===== src/rtl/fsqrt_arbiter.sv =====
// ---------------------------------------------------------------------------
// fsqrt_arbiter
//
// Sequencing controller and two-port round-robin arbiter in front of a single
// shared two-stage fsqrt unit. Two requesters present operands over
// valid/ready; one operation is in flight at a time. The issued operand is
// held on fsqrt_s for the whole evaluation, the result is sampled after the
// fixed pipeline latency and parked in a one-entry buffer belonging to the
// requester that issued it, together with that request's tag.
//
// Parameters
//   LATENCY  register stages inside the fsqrt unit (>= 1)
//   TAG_W    width of the opaque requester tag
//
// Ports
//   clk                      clock, all state on the rising edge
//   rstn                     asynchronous active-low reset
//   req{0,1}_valid/_ready    request handshake (ready is combinational)
//   req{0,1}_data/_tag       single-precision operand and tag
//   fsqrt_s                  operand to the fsqrt unit (registered)
//   fsqrt_d                  result from the fsqrt unit
//   resp{0,1}_valid/_ready   response handshake (valid is registered)
//   resp{0,1}_data/_tag      result and the tag of the producing request
//   busy                     high while an operation is being evaluated
// ---------------------------------------------------------------------------
module fsqrt_arbiter #(
    parameter int LATENCY = 1,
    parameter int TAG_W   = 5
) (
    input  logic             clk,
    input  logic             rstn,
    input  logic             req0_valid,
    output logic             req0_ready,
    input  logic [31:0]      req0_data,
    input  logic [TAG_W-1:0] req0_tag,
    input  logic             req1_valid,
    output logic             req1_ready,
    input  logic [31:0]      req1_data,
    input  logic [TAG_W-1:0] req1_tag,
    output logic [31:0]      fsqrt_s,
    input  logic [31:0]      fsqrt_d,
    output logic             resp0_valid,
    input  logic             resp0_ready,
    output logic [31:0]      resp0_data,
    output logic [TAG_W-1:0] resp0_tag,
    output logic             resp1_valid,
    input  logic             resp1_ready,
    output logic [31:0]      resp1_data,
    output logic [TAG_W-1:0] resp1_tag,
    output logic             busy
);

    // Counter wide enough to hold LATENCY itself.
    localparam int CNT_W = (LATENCY < 1) ? 1 : $clog2(LATENCY + 1);

    typedef enum logic [0:0] {
        ST_IDLE = 1'b0,
        ST_EXEC = 1'b1
    } state_t;

    state_t             state_r;
    logic [31:0]        op_r;
    logic               id_r;
    logic [TAG_W-1:0]   tag_r;
    logic [CNT_W-1:0]   cnt_r;
    logic               last_r;
    logic               busy_r;

    logic               resp0_valid_r;
    logic [31:0]        resp0_data_r;
    logic [TAG_W-1:0]   resp0_tag_r;
    logic               resp1_valid_r;
    logic [31:0]        resp1_data_r;
    logic [TAG_W-1:0]   resp1_tag_r;

    logic               elig0_s;
    logic               elig1_s;
    logic               grant0_s;
    logic               grant1_s;
    logic               done_s;

    // A requester may only issue when its result buffer is empty. The
    // registered valid is used, so a buffer draining this cycle does not
    // make its owner eligible until the next cycle.
    assign elig0_s = req0_valid && !resp0_valid_r;
    assign elig1_s = req1_valid && !resp1_valid_r;

    // The last cycle of evaluation: fsqrt_d is sampled at its end.
    assign done_s = (state_r == ST_EXEC) && (cnt_r == {CNT_W{1'b0}});

    // Grant selection in IDLE: a lone eligible requester wins, a tie goes to
    // the requester that was not granted last.
    always_comb begin
        grant0_s = 1'b0;
        grant1_s = 1'b0;
        if (state_r == ST_IDLE) begin
            if (elig0_s && elig1_s) begin
                if (last_r) begin
                    grant0_s = 1'b1;
                end else begin
                    grant1_s = 1'b1;
                end
            end else if (elig0_s) begin
                grant0_s = 1'b1;
            end else if (elig1_s) begin
                grant1_s = 1'b1;
            end else begin
                grant0_s = 1'b0;
                grant1_s = 1'b0;
            end
        end else begin
            grant0_s = 1'b0;
            grant1_s = 1'b0;
        end
    end

    // Sequencer: issue capture, latency countdown and return to IDLE.
    // op_r changes only on an accepted request, so fsqrt_s stays put for
    // the whole evaluation.
    always_ff @(posedge clk or negedge rstn) begin
        if (!rstn) begin
            state_r <= ST_IDLE;
            op_r    <= 32'h0000_0000;
            id_r    <= 1'b0;
            tag_r   <= {TAG_W{1'b0}};
            cnt_r   <= {CNT_W{1'b0}};
            last_r  <= 1'b1;
            busy_r  <= 1'b0;
        end else begin
            case (state_r)
                ST_IDLE: begin
                    if (grant0_s) begin
                        op_r    <= req0_data;
                        id_r    <= 1'b0;
                        tag_r   <= req0_tag;
                        cnt_r   <= CNT_W'(LATENCY);
                        last_r  <= 1'b0;
                        busy_r  <= 1'b1;
                        state_r <= ST_EXEC;
                    end else if (grant1_s) begin
                        op_r    <= req1_data;
                        id_r    <= 1'b1;
                        tag_r   <= req1_tag;
                        cnt_r   <= CNT_W'(LATENCY);
                        last_r  <= 1'b1;
                        busy_r  <= 1'b1;
                        state_r <= ST_EXEC;
                    end else begin
                        busy_r  <= 1'b0;
                        state_r <= ST_IDLE;
                    end
                end
                ST_EXEC: begin
                    if (cnt_r == {CNT_W{1'b0}}) begin
                        busy_r  <= 1'b0;
                        state_r <= ST_IDLE;
                    end else begin
                        cnt_r   <= cnt_r - CNT_W'(1);
                        busy_r  <= 1'b1;
                        state_r <= ST_EXEC;
                    end
                end
                default: begin
                    busy_r  <= 1'b0;
                    state_r <= ST_IDLE;
                end
            endcase
        end
    end

    // Result buffer for requester 0. A capture can only target an empty
    // buffer (the owner was eligible at grant), so it never races a drain.
    always_ff @(posedge clk or negedge rstn) begin
        if (!rstn) begin
            resp0_valid_r <= 1'b0;
            resp0_data_r  <= 32'h0000_0000;
            resp0_tag_r   <= {TAG_W{1'b0}};
        end else if (done_s && (id_r == 1'b0)) begin
            resp0_valid_r <= 1'b1;
            resp0_data_r  <= fsqrt_d;
            resp0_tag_r   <= tag_r;
        end else if (resp0_ready) begin
            resp0_valid_r <= 1'b0;
        end else begin
            resp0_valid_r <= resp0_valid_r;
        end
    end

    // Result buffer for requester 1, same behaviour as buffer 0.
    always_ff @(posedge clk or negedge rstn) begin
        if (!rstn) begin
            resp1_valid_r <= 1'b0;
            resp1_data_r  <= 32'h0000_0000;
            resp1_tag_r   <= {TAG_W{1'b0}};
        end else if (done_s && (id_r == 1'b1)) begin
            resp1_valid_r <= 1'b1;
            resp1_data_r  <= fsqrt_d;
            resp1_tag_r   <= tag_r;
        end else if (resp1_ready) begin
            resp1_valid_r <= 1'b0;
        end else begin
            resp1_valid_r <= resp1_valid_r;
        end
    end

    // Ready has to answer in the grant cycle, so it comes straight from the
    // arbiter; every other output is a register.
    assign req0_ready  = grant0_s;
    assign req1_ready  = grant1_s;
    assign fsqrt_s     = op_r;
    assign busy        = busy_r;
    assign resp0_valid = resp0_valid_r;
    assign resp0_data  = resp0_data_r;
    assign resp0_tag   = resp0_tag_r;
    assign resp1_valid = resp1_valid_r;
    assign resp1_data  = resp1_data_r;
    assign resp1_tag   = resp1_tag_r;

endmodule


===== config.mk =====
export PLATFORM = sky130hd
export DESIGN_NAME = fsqrt_arbiter
export DESIGN_NICKNAME = d
export VERILOG_FILES = /design/src/rtl/fsqrt_arbiter.sv
export SDC_FILE = /design/constraint.sdc
export NUM_CORES = 1
export LEC_CHECK = 0
export CORE_AREA = 2 2 122 124
export CTS_CLUSTER_SIZE = 28
export DETAILED_ROUTE_END_ITERATION = 12
export DIE_AREA = 0 0 124 126
export GPL_TIMING_DRIVEN = 1
export PLACE_DENSITY = 0.82
export SLEW_MARGIN = 20
export SYNTH_ARGS = -nofsm -noshare
export SYNTH_HDL_FRONTEND = slang
export SYNTH_SLANG_ARGS = --single-unit

===== constraint.sdc =====
create_clock -name clk -period 1.5 [get_ports clk]
set_clock_uncertainty 0.1 [all_clocks]
set_input_delay 0.15 -clock clk [delete_from_list [all_inputs] [get_ports clk]]
set_output_delay 0.15 -clock clk [all_outputs]
set_load 0.02 [all_outputs]

Yosys cells after proc, flatten, opt, wreduce, memory -nomap -nowiden

Cells that the tools add are included.

Bits in registers: 117
Input port bits: 112
Output and inout bits: 111
Word-level logic and storage cells: 55

Add/sub/neg operators: 1
Equal/unequal tests: 1
Multiplexer cells: 26
Bitwise operators: 3
Reductions and logical operators: 12

Operators by type and width:

| operator                                      | number |
|---|---|
| 32-bit 2-to-1 mux                             | 2 |
| 1-bit 2-to-1 mux                              | 20 |
| 5-bit 2-to-1 mux                              | 2 |
| 1-bit logical AND                             | 6 |
| 2-bit nonzero test                            | 3 |
| 1-bit case mux with 2 select lines            | 2 |
| 3-bit inequality test (second input constant) | 1 |
| 1-bit inverter                                | 3 |
| 1-bit zero test                               | 2 |
| 2-bit AND reduction                           | 1 |
| 1-bit subtractor (second input constant)      | 1 |

Logic depth before layout (Yosys ltp)

Gate-level depths: netlist (run 1).

Depth in word-level cells: 9
Mapped depth: 6
Depth with buffers taken out: 3

Worst setup path before layout (run 1)

No wires, ideal clock.

Path type: register -> output
Start point: reg, netlist name busy
End point: out req0_ready
Arrival time: 1.450 ns
Required time: 1.250 ns
Path slack: -0.200 ns
Stages on the path, launching flop included: 5
Path buffers: 2
Cell sequence: dfrtp_1 -> buf_6 -> or3b_4 -> clkbuf_1 -> nor2_1

RTL lines:

| item             | RTL line | text |
|---|---|---|
| end: declaration | 33       | `output logic req0_ready,` |

Worst setup path in the final report (run 1)

Start point: reg resp1_valid_r (netlist: resp1_valid)
End point: reg op_r[7] (netlist: fsqrt_s[7])

Longest elaborated chain between the ends: 8

Ends and longest elaborated chain:

| item                          | RTL line | text |
|---|---|---|
| start: declaration            | 72       | `logic resp1_valid_r;` |
| start signal: assignment      | 202      | `resp1_valid_r <= resp1_valid_r;` |
| 1-bit zero test (*)           | 86       | `assign elig1_s = req1_valid && !resp1_valid_r;` |
| 1-bit logical AND (*)         | 86       |  |
| 1-bit 2-to-1 mux              | 105      | `end else if (elig1_s) begin` |
| 1-bit 2-to-1 mux              | 103      | `end else if (elig0_s) begin` |
| 1-bit 2-to-1 mux              | 97       | `if (elig0_s && elig1_s) begin` |
| 1-bit 2-to-1 mux              | 96       | `if (state_r == ST_IDLE) begin` |
| 2-bit nonzero test (no line)  | n/a      |  |
| 2-bit AND reduction (no line) | n/a      |  |
| end signal: assignment        | 133      | `op_r <= req0_data;` |
| end signal: assignment        | 141      | `op_r <= req1_data;` |
| end: declaration              | 62       | `logic [31:0] op_r;` |

Mark *: on every way between the ends. The rest lies on a longest branch, timed or not.
A chain may end at the register's enable or synchronous reset.

==> summary.md, run 1 <==
| Metric | Value |
|---|---|
| Status | finished, violations left |
| Failing checks | negative setup slack |
| Post-synth EDFFs | 0 |
| Post-layout util | 0.698 |
| Main combinational cell family by area after synthesis | compound AO/OA/AOI/OAI gates |
| Drt pass-1 iters | 4 |
| Distinct cells, synth | 28 |
| Place WS | -612 ps |
| Rows | 44 |
| Max-Cap Viols | 0 |
| Post-synth design cell area | between 5000 and 6000 um2 |
| CP most frequent cell | buf_6 |
| Layout cells sized above 1 | 0.412 |
| CP max FO | 6 |
| Reg-to-reg slack, setup | -320 ps |
| Met2 Usage GRT | 0.418 |
| RSZ-0062 raised after global routing | yes |
| Multi-input logic area | just under 3000 um2 |
| Cells after DPL | around 800 |
| Chip Height | 126 um |
| Busiest grt layer | met2 |
| I/O Pins | ~220 |
| Met3 Use GR | 0.0516 |
| TritonCTS Buffers | 17 |
| GRT Util Overall | 0.253 |
| WL per Instance | about 23 um |
| PwrDens | ~2300 nW/um2 |
| Synthesized instance count | between 400 and 500 |
| Via density | 5.65 |
| CORE AREA | between 10,000 and 15,000 um2 |
| # nets final | roughly 790 |
| Synth top cells by count | 116 x dfrtp_1, 73 x mux2_2, 37 x o21ai_0 |
| M1 GR Usage | 0.321 |
| Fillers | approximately 1,000 |
| Worst EP required | between 1500 and 2000 ps |
| CP cell instances | buf_6, nor3b_4, buf_6, buf_12, clkbuf_16, o21ai_1, a2bb2oi_1 |
| Top_reg_cell synth | dfrtp_1 |
| R2R Path End | fsqrt_s[7] |
| Post-synthesis simple-gate area fraction | 0.0926 |
| Synth Area in Adders | 0 |
| Buf/Inv on CP | 4 |
| Clk sink count | 117 |
| Clk Latency, worst-skew pair | 410 ps |
| Post-synthesis mux area share | 0.146 |
| CTS H-Tree Depth | 4 |
| Final GP Congestion | 0.811 |
| Synth Area in Compound Gates | 0.190 |
| Final Critical Period | 1820 ps |
| FFs w/ async S/R, synth | 1.00 |
| Max stage delay cell, worst path | dfrtp_2 |
| Final Hold Viols | 0 |
| Dpl hpwl | around 12 mm |
| Slew Viols, Final | 0 |
| First-pass GRT wire length | 29.6 mm |
| Total power | ~23,000 uW |
| Crit start category | flip-flop |
| Post-Syn Nets | 527 |
| FMAX | about 550 MHz |
| Final cell count without fillers | 871 |
| Initial antenna violation count | 0 |
| Starting Density | 0.394 |
| Setup CP Type | flip-flop to flip-flop |
| Seq/Total Area, Yosys | 0.520 |
| Reg area | approximately 2900 um2 |
| CTS tree | done |
| Top Family by Delay on Critical Path | buffers and inverters |
| DRC viols | 0 |
| Root Buffer | clkbuf_16 |
| Final worst path period share | 1.21 |
| Vias in the first global route | around 5,300 |
| R2R Path Start | resp1_valid |
| Largest net degree at the start of global routing | 51 |
| Slew @ Worst Pin | roughly 350 ps |
| Clk slew on worst S/H paths | about 60 ps |
| CTS max path bufs | 2 |
| Synth top area share | 0.515 |
| Via Count | around 4,900 |
| Slew headroom | 0.765 |
| HP Class | input pin to asynchronous set/reset pin |
| Yosys top cell by area | dfrtp_1 |
| Total gr overflow | 0 |
| Worst Setup End Kind | flip-flop |
| Die area | 15,600 um2 |
| Post-Synth XOR/XNOR Area | 0 |
| Synthesis-to-finish area growth | 77.2% |
| Ys Warns | 0 |
| Worst IR Drop VDD | between 0.9 and 1 mV |
| Leak | between 0.004 and 0.005 uW |
| Top cells by area, synth | dfrtp_1 52%, mux2_2 15%, a221oi_2 8.0%, and4bb_2 6.7%, a2bb2oi_1 5.6% |
| Initial drt markers | 301 |
| Die width | roughly 120 um |
| Mean Syn Cell Area | roughly 14 um2 |
| Setup TNS | -25,660 ps |
| Buffers on Ports | 222 |
| WL final | a little over 20 mm |
| Reg2Reg Depth | 7 |
| ANT cells | 0 |
| Antenna Nets Post-Route | 0 |
| Arr. time, crit path | 2060 ps |
| Slowest stage delay, CP | 430 ps |
| Worst setup margin | -322 ps |
| Yosys reg bits | between 100 and 150 |
| Final setup violation count | between 100 and 150 |
| Top-count cell post-synth | dfrtp_1 |
cells by family (layout without fill, tap and decap cells):
group | Yosys count | in the layout
AOI/OAI and AO/OA | 120 | 120
buffers and inverters | 56 | 328
DFF | 117 | 117
muxes | 73 | 73
and+or+nand+nor | 49 | 49
stage by stage:
step	area (um2)	hold WS, ps
final	9990	66.9
after global routing	9990	89.4
after CTS	9550	61.7
after detailed placement	8320	-42.8
after global placement	8320	-47.6
after floorplan	5810	-246
flip-flops by register name (all words and copies together) (netlist names):
name         cells
id_r             1
resp0_tag        5
resp1_data      32
busy             1
resp1_valid      1
resp0_valid      1
resp1_tag        5
tag_r            5
resp0_data      32
fsqrt_s         32
cnt_r            1
last_r           1
worst max path at each step:
stage	slack [ps]	depth (start not counted)	endpoint	start
6_report	-320	7	fsqrt_s[7]	resp1_valid
4_1_cts	-340	6	req1_ready	busy
2_1_floorplan	-130	5	fsqrt_s[0]	resp1_valid
3_5_place_dp	-610	6	tag_r[4]	req0_valid
5_1_grt	-370	7	fsqrt_s[7]	resp1_valid
3_3_place_gp	-640	6	tag_r[4]	req0_valid
power by group:
part           internal [uW]  total (uW)  switching [uW]
logic                   6980       13400            6430
registers               4820        5810             991
clock network           2210        3640            1420
total                  14000       22900            8850
cells in the final DEF (no fill, tap or decap), types with 2 or more instances in the layout:
cell type        synthesis  routed
mux2_2                  73      47
dfrtp_2                  0       3
clkinv_2                 0       6
a221oi_4                 0      14
bufbuf_16                0       6
nand2_1                  3       3
o21ai_0                 37      12
buf_6                    6      13
o21ai_4                  0       4
dlygate4sd2_1            0     107
buf_4                    2      18
dfrtp_1                116     113
mux2_4                   0      26
buf_12                   0      18
a2bb2oi_2                0      13
buf_8                    0       4
and4bb_2                30      30
inv_1                    7       6
a2bb2oi_1               36      23
o21ai_1                  6      21
buf_16                   0       6
nand2b_4                 0       2
o21ai_2                  0       6
a21o_1                   2       2
nor4bb_4                 0       3
clkdlybuf4s50_1          0     110
clkbuf_8                 0       3
clkinv_4                 0       2
clkbuf_1                15       2
nor4bb_1                 7       2
nor4bb_2                 0       2
a221oi_2                30      22
nor3b_4                  0       2
clkbuf_16                0      24
or3b_4                   1       2
worst reg2reg max path, delay by kind of cell, from the launching register on:
kind	cells	cell delay, ps
buffers and inverters	4	660
DFF	1	430
and+or+nand+nor	1	300
AOI/OAI and AO/OA	2	250
cell type report:
type / count / share of cell area
clock buffers: 22 / 0.0475
multi-input cells: 242 / 0.299
flip-flops and latches: 117 / 0.294
inverters: 7 / 0.00263
repair buffers: 290 / 0.329
clock inverters: 9 / 0.00551
well taps: 184 / 0.0231
what timing repair did:
item / CTS / global route
setup buffers: 17 / 1
gates resized for setup: 190 / 48
hold endpoints to repair: 117 / 0
gates cloned: 11 / 7
endpoints found under the setup margin: 203 / 121
pin swaps: 11 / 34
hold buffers: 1 / 0
per-layer routing:
layer / up-vias / wire [um]
met5: - / 0
met4: 0 / 710
met3: 50 / 1140
met2: 212 / 10300
met1: 2507 / 8220
li1: 2155 / -
Note: power is estimated with default switching activity, not from simulation.
==> run 2, diff against run 1 <==
Settings changed: ABC_AREA from default to 1, CORE_AREA 2 2 122 124 to 2 2 119 121, DIE_AREA 0 0 124 126 to 0 0 121 123, PLACE_DENSITY 0.82 to 0.81.
==> summary.md, run 2 <==
| Metric | Value |
|---|---|
| Root Buffer | clkbuf_16 |
| # nets final | between 900 and 1,000 |
| Seq/Total Area, Yosys | 0.575 |
| Worst setup margin | -56.5 ps |
| CP max FO | 3 |
| Max-Cap Viols | 0 |
| First-pass GRT wire length | 23.1 mm |
| CTS max path bufs | 2 |
| Final worst path period share | 1.04 |
| Die width | about 120 um |
| CTS H-Tree Depth | 4 |
| Commonest cells after routing, fill and taps aside | 184 x nand2_1, 116 x dfrtp_1, 113 x inv_1, 110 x clkdlybuf4s50_1, 106 x dlygate4sd2_1 |
| HP Class | input pin to asynchronous set/reset pin |
| CORE AREA | ~14,000 um2 |
| Synth top cells by count | 187 x nand2_1, 118 x inv_1, 116 x dfrtp_1 |
| Ys Warns | 0 |
| Top-count cell post-synth | nand2_1 |
| Reg2Reg Depth | 10 |
| Yosys reg bits | approximately 120 |
| Chip Height | around 120 um |
| I/O Pins | 223 |
| Final setup violation count | 31 |
| Via Count | 4,839 |
| Total gr overflow | 0 |
| Post-synth EDFFs | 0 |
| Via density | between 4 and 5 |
| Slew @ Worst Pin | 381 ps |
| Arr. time, crit path | 1310 ps |
| Setup TNS | -570 ps |
| Clk Latency, worst-skew pair | around 400 ps |
| WL final | ~15 mm |
| Failing checks | negative setup slack |
| PwrDens | between 2000 and 2500 nW/um2 |
| Mean Syn Cell Area | roughly 8 um2 |
| Yosys top cell by area | dfrtp_1 |
| Drt pass-1 iters | 6 |
| Worst EP required | between 1000 and 1500 ps |
| Place WS | -376 ps |
| Starting Density | 0.374 |
| FMAX | 642 MHz |
| Slew Viols, Final | 0 |
| Buffers on Ports | 222 |
| Antenna Nets Post-Route | 0 |
| Final Hold Viols | 0 |
| Largest net degree at the start of global routing | 76 |
| Vias in the first global route | roughly 4,600 |
| Post-Syn Nets | approximately 730 |
| Dpl hpwl | 9.74 mm |
| Commonest non-fill, non-tap cell in the layout | nand2_1 |
| DRC viols | 0 |
| Final Critical Period | about 1600 ps |
| WL per Instance | roughly 14 um |
| Leak | roughly 0.0046 uW |
| Initial drt markers | 255 |
| CTS tree | done |
| Initial antenna violation count | 0 |
| RSZ-0062 raised after global routing | yes |
| Post-synth design cell area | between 5000 and 6000 um2 |
| Fillers | around 1,200 |
| Rows | 43 |
| Synthesis-to-finish area growth | 68.4% |
| Crit start category | flip-flop |
| ANT cells | 0 |
| Distinct cells, synth | 15 |
| Synthesized instance count | between 600 and 700 |
| Final GP Congestion | about 0.77 |
| TritonCTS Buffers | 17 |
| Slew headroom | 0.746 |
| Clk slew on worst S/H paths | approximately 60 ps |
| GRT Util Overall | 0.198 |
| Worst IR Drop VDD | between 0.8 and 0.9 mV |
| Clk sink count | 117 |
| Top cells by area, synth | dfrtp_1 57%, nand2_1 14%, inv_1 8.7%, nand3_1 7.7%, o21ai_0 6.6% |
| Setup CP Type | flip-flop to output pin |
| FFs w/ async S/R, synth | 1.00 |
| Synth top area share | 0.570 |
| Die area | between 10,000 and 15,000 um2 |
| Status | finished, violations left |
| Worst Setup End Kind | output pin |
| Layout cells sized above 1 | 0.137 |
| Top_reg_cell synth | dfrtp_1 |
-- run 2: final cells by class --
class / instances / area, um2 / share of cell area
Clock buffer: 17 / 425 / 0.0496
Inverter: 121 / 464 / 0.0541
Clock inverter: 15 / 180 / 0.0210
Tap cell: 180 / 225 / 0.0263
Timing Repair Buffer: 258 / 2630 / 0.307
Sequential cell: 117 / 2930 / 0.341
Multi-Input combinational cell: 348 / 1720 / 0.201
-- run 2: power by group --
group	total (uW)	internal [uW]	switching [uW]	leakage [uW]
Combinational	9350	3860	5490	0.00287
Sequential	5530	4750	782	0.00144
Clock	4100	2620	1470	0.000290
-- run 2: repair_timing --
item | 4_1_cts | 5_1_grt
pin swaps | 5 | 25
setup buffers | 3 | 4
endpoints found under the hold margin | 116 | 0
endpoints found under the setup margin | 148 | 44
gates resized for setup | 144 | 48
gates cloned | 3 | 6
hold buffers | 1 | 0
-- run 2: through the flow --
step	hold WS, ps	utilization	power (uW)	cell area [um2]	std cells
6_report	129	0.630	19000	8580	1056
5_1_grt	166	0.630	20300	8580	1056
4_1_cts	116	0.605	18300	8240	1046
3_5_place_dp	-4.68	0.557	14600	7580	1007
3_3_place_gp	-1.44	0.557	14400	7580	1007
2_1_floorplan	-246	-	10200	5090	622
-- run 2: worst max-delay path, cell delays in order (launching register included) --
cell and delay, ps:
dfrtp_1 400, inv_2 80, nand3_2 80, o21bai_4 190, inv_2 50, buf_6 110
-- run 2: cells by family (layout without fill, tap and decap cells) --
group,after synthesis,count (layout),share of synthesized area
and+or+nand+nor,267,267,0.217
buffers and inverters,157,411,0.128
DFF,117,117,0.575
AOI/OAI and AO/OA,81,81,0.0801
-- run 2: final timing paths --
| kind | start | endpoint | slack [ps] |
|---|---|---|---|
| setup / recovery | busy | req1_ready | -60 |
| hold / removal | rstn | resp1_data[3] | 130 |
| setup reg to reg | resp0_valid | fsqrt_s[4] | -50 |
| hold reg to reg | fsqrt_s[22] | fsqrt_s[22] | 370 |
| max in group asynchronous | rstn | last_r | 570 |
| min in group clk | resp1_ready | resp1_valid | 210 |
-- run 2: metal layers --
layer / GRT usage / vias up / share of wire
li1: - / 2381 / -
met4: 0.0640 / 0 / 0.013
met5: 0 / - / 0
met2: 0.336 / 187 / 0.50
met1: 0.242 / 2255 / 0.41
met3: 0.0613 / 16 / 0.080
==> run 3, diff against run 2 <==
Settings changed: MAX_ROUTING_LAYER from default to met4, REMOVE_ABC_BUFFERS from default to 1.
Clock period 1.5 ns to 1.35 ns, I/O delays scaled along.
==> summary.md, run 3 (same netlist as run 2, synthesis figures left out) <==
| Metric | Value |
|---|---|
| Worst Setup End Kind | output pin |
| CTS tree | done |
| Via Count | between 4,000 and 5,000 |
| CORE AREA | about 14,000 um2 |
| Die area | approximately 15,000 um2 |
| Final setup violation count | 45 |
| Failing checks | negative setup slack |
| Reg power frac | 0.291 |
| CP max FO | 2 |
| Initial drt markers | 310 |
| Slew Viols, Final | 0 |
| PwrDens | 2520 nW/um2 |
| Commonest non-fill, non-tap cell in the layout | nand2_1 |
| Die width | 121 um |
| TritonCTS Buffers | 17 |
| CTS max path bufs | 2 |
| DRC viols | 0 |
| WL per Instance | between 15 and 20 um |
| Rows | 43 |
| Dpl hpwl | about 10 mm |
| Drt pass-1 iters | 4 |
| FMAX | between 600 and 700 MHz |
| Max-Cap Viols | 0 |
| # nets final | just under 1,000 |
| Crit start category | flip-flop |
| Slew @ Worst Pin | between 400 and 500 ps |
| Synthesis-to-finish area growth | 70.2% |
| Reg2Reg Depth | 10 |
| Layout cells sized above 1 | 0.199 |
| Reg-to-reg slack, setup | -210 ps |
| RSZ-0062 raised after global routing | yes |
| Buffers on Ports | about 220 |
| Setup CP Type | flip-flop to output pin |
| Initial antenna violation count | 0 |
| Setup TNS | -7560 ps |
| Gate power share | 0.515 |
| Final Hold Viols | 0 |
| CTS H-Tree Depth | 4 |
| Chip Height | about 120 um |
| I/O Pins | between 200 and 250 |
| Worst setup margin | -216 ps |
| Final GP Congestion | approximately 0.8 |
| Worst hold slack | ~180 ps |
| Status | finished, violations left |
| Arr. time, crit path | around 1300 ps |
| HP Class | input pin to asynchronous set/reset pin |
| Final worst path period share | 1.16 |
| Total gr overflow | 0 |
| Net switching power | approximately 9000 uW |
| Clk network pwr share | 0.195 |
| ANT cells | 0 |
| Clk Latency, worst-skew pair | around 400 ps |
| Via density | approximately 4.6 |
| Vias in the first global route | approximately 4,800 |
| Antenna Nets Post-Route | 0 |
| Final Critical Period | roughly 1600 ps |
| Root Buffer | clkbuf_16 |
| WL final | ~17 mm |
| Worst IR Drop VDD | 0.846 mV |
| GRT Util Overall | 0.212 |
| Largest net degree at the start of global routing | between 50 and 60 |
| First-pass GRT wire length | 23.8 mm |
| Commonest cells after routing, fill and taps aside | 166 x nand2_1, 115 x dfrtp_1, 111 x inv_1, 110 x clkdlybuf4s50_1, 72 x nand3_1 |
| Sw Ratio | 0.413 |
| Slew headroom | 0.686 |
| Starting Density | 0.374 |
| Leak | between 0.004 and 0.005 uW |
| Clk sink count | roughly 120 |
| Int Power | between 10,000 and 15,000 uW |
| Clk slew on worst S/H paths | about 60 ps |
| Worst EP required | about 1100 ps |
==> run 3: cell count changes in the layout (fill, tap and decap cells not counted), moves of 4 or more <==
cell / delta
nand3_1: +26
nand3_2: -27
clkbuf_8: +4
dlygate4sd2_1: -103
o21ai_2: +14
o21ai_1: +14
clkdlybuf4s15_1: +64
o21ai_0: -28
clkdlybuf4s15_2: +6
nand2_2: +16
buf_6: +8
nand2_1: -18
clkbuf_2: +33
inv_6: -4
==> run 3: power by group through the flow <==
stage	clock (uW)	combinational (uW)	sequential, uW
6_report	4260	11300	6360
5_1_grt	4550	12200	6560
4_1_cts	4310	9840	6220
3_5_place_dp	0	10100	6260
3_3_place_gp	0	9880	6220
2_1_floorplan	0	2840	8130
==> run 3: layout make-up <==
class / count / area [um2]
fillers: 1115 / 4940
flip-flops and latches: 117 / 2930
repair buffers: 270 / 2780
multi-input cells: 348 / 1710
clock buffers: 22 / 484
inverters: 121 / 467
well taps: 180 / 225
clock inverters: 8 / 76.3
==> run 3: worst max-delay path: stages (launching register included) <==
cell and delay (ps):
dfrtp_1 390, inv_2 90, nand2_4 70, nor2_4 140, nand2_2 90, inv_2 60, buf_6 100
==> run 3: per-layer routing <==
metal / GRT usage / vias up / wire (um)
li1: - / 2408 / -
met1: 0.261 / 2311 / 6850
met2: 0.343 / 215 / 8130
met3: 0.0535 / 21 / 1240
met4: 0.0741 / 0 / 312
met5: - / - / 0
==> run 3: worst paths after layout <==
kind | from | end
min in group clk | fsqrt_d[12] | resp0_data[12]
setup / recovery | resp0_valid | req0_ready
max in group asynchronous | rstn | resp0_data[9]
hold reg to reg | tag_r[0] | tag_r[0]
hold / removal | rstn | resp1_data[5]
setup reg to reg | resp0_valid | fsqrt_s[27]
==> run 3: stage by stage <==
| stage | utilization | cell area, um2 | total power, uW | setup WS (ps) | cells |
|---|---|---|---|---|---|
| finish | 0.637 | 8670 | 21900 | -216 | 1066 |
| global route | 0.637 | 8670 | 23300 | -269 | 1066 |
| CTS | 0.613 | 8340 | 20400 | -234 | 1053 |
| detailed placement | 0.560 | 7620 | 16300 | -425 | 1009 |
| global placement | 0.560 | 7620 | 16100 | -427 | 1009 |
| floorplan | - | 4900 | 11000 | -1380 | 586 |
==> run 3: timing repair <==
action	CTS	global route
endpoints found under the hold margin	116	0
resized for setup	203	177
hold buffers	2	0
buffers inserted	10	3
setup endpoints to repair	154	147
gates cloned	2	11
pin swaps	2	7
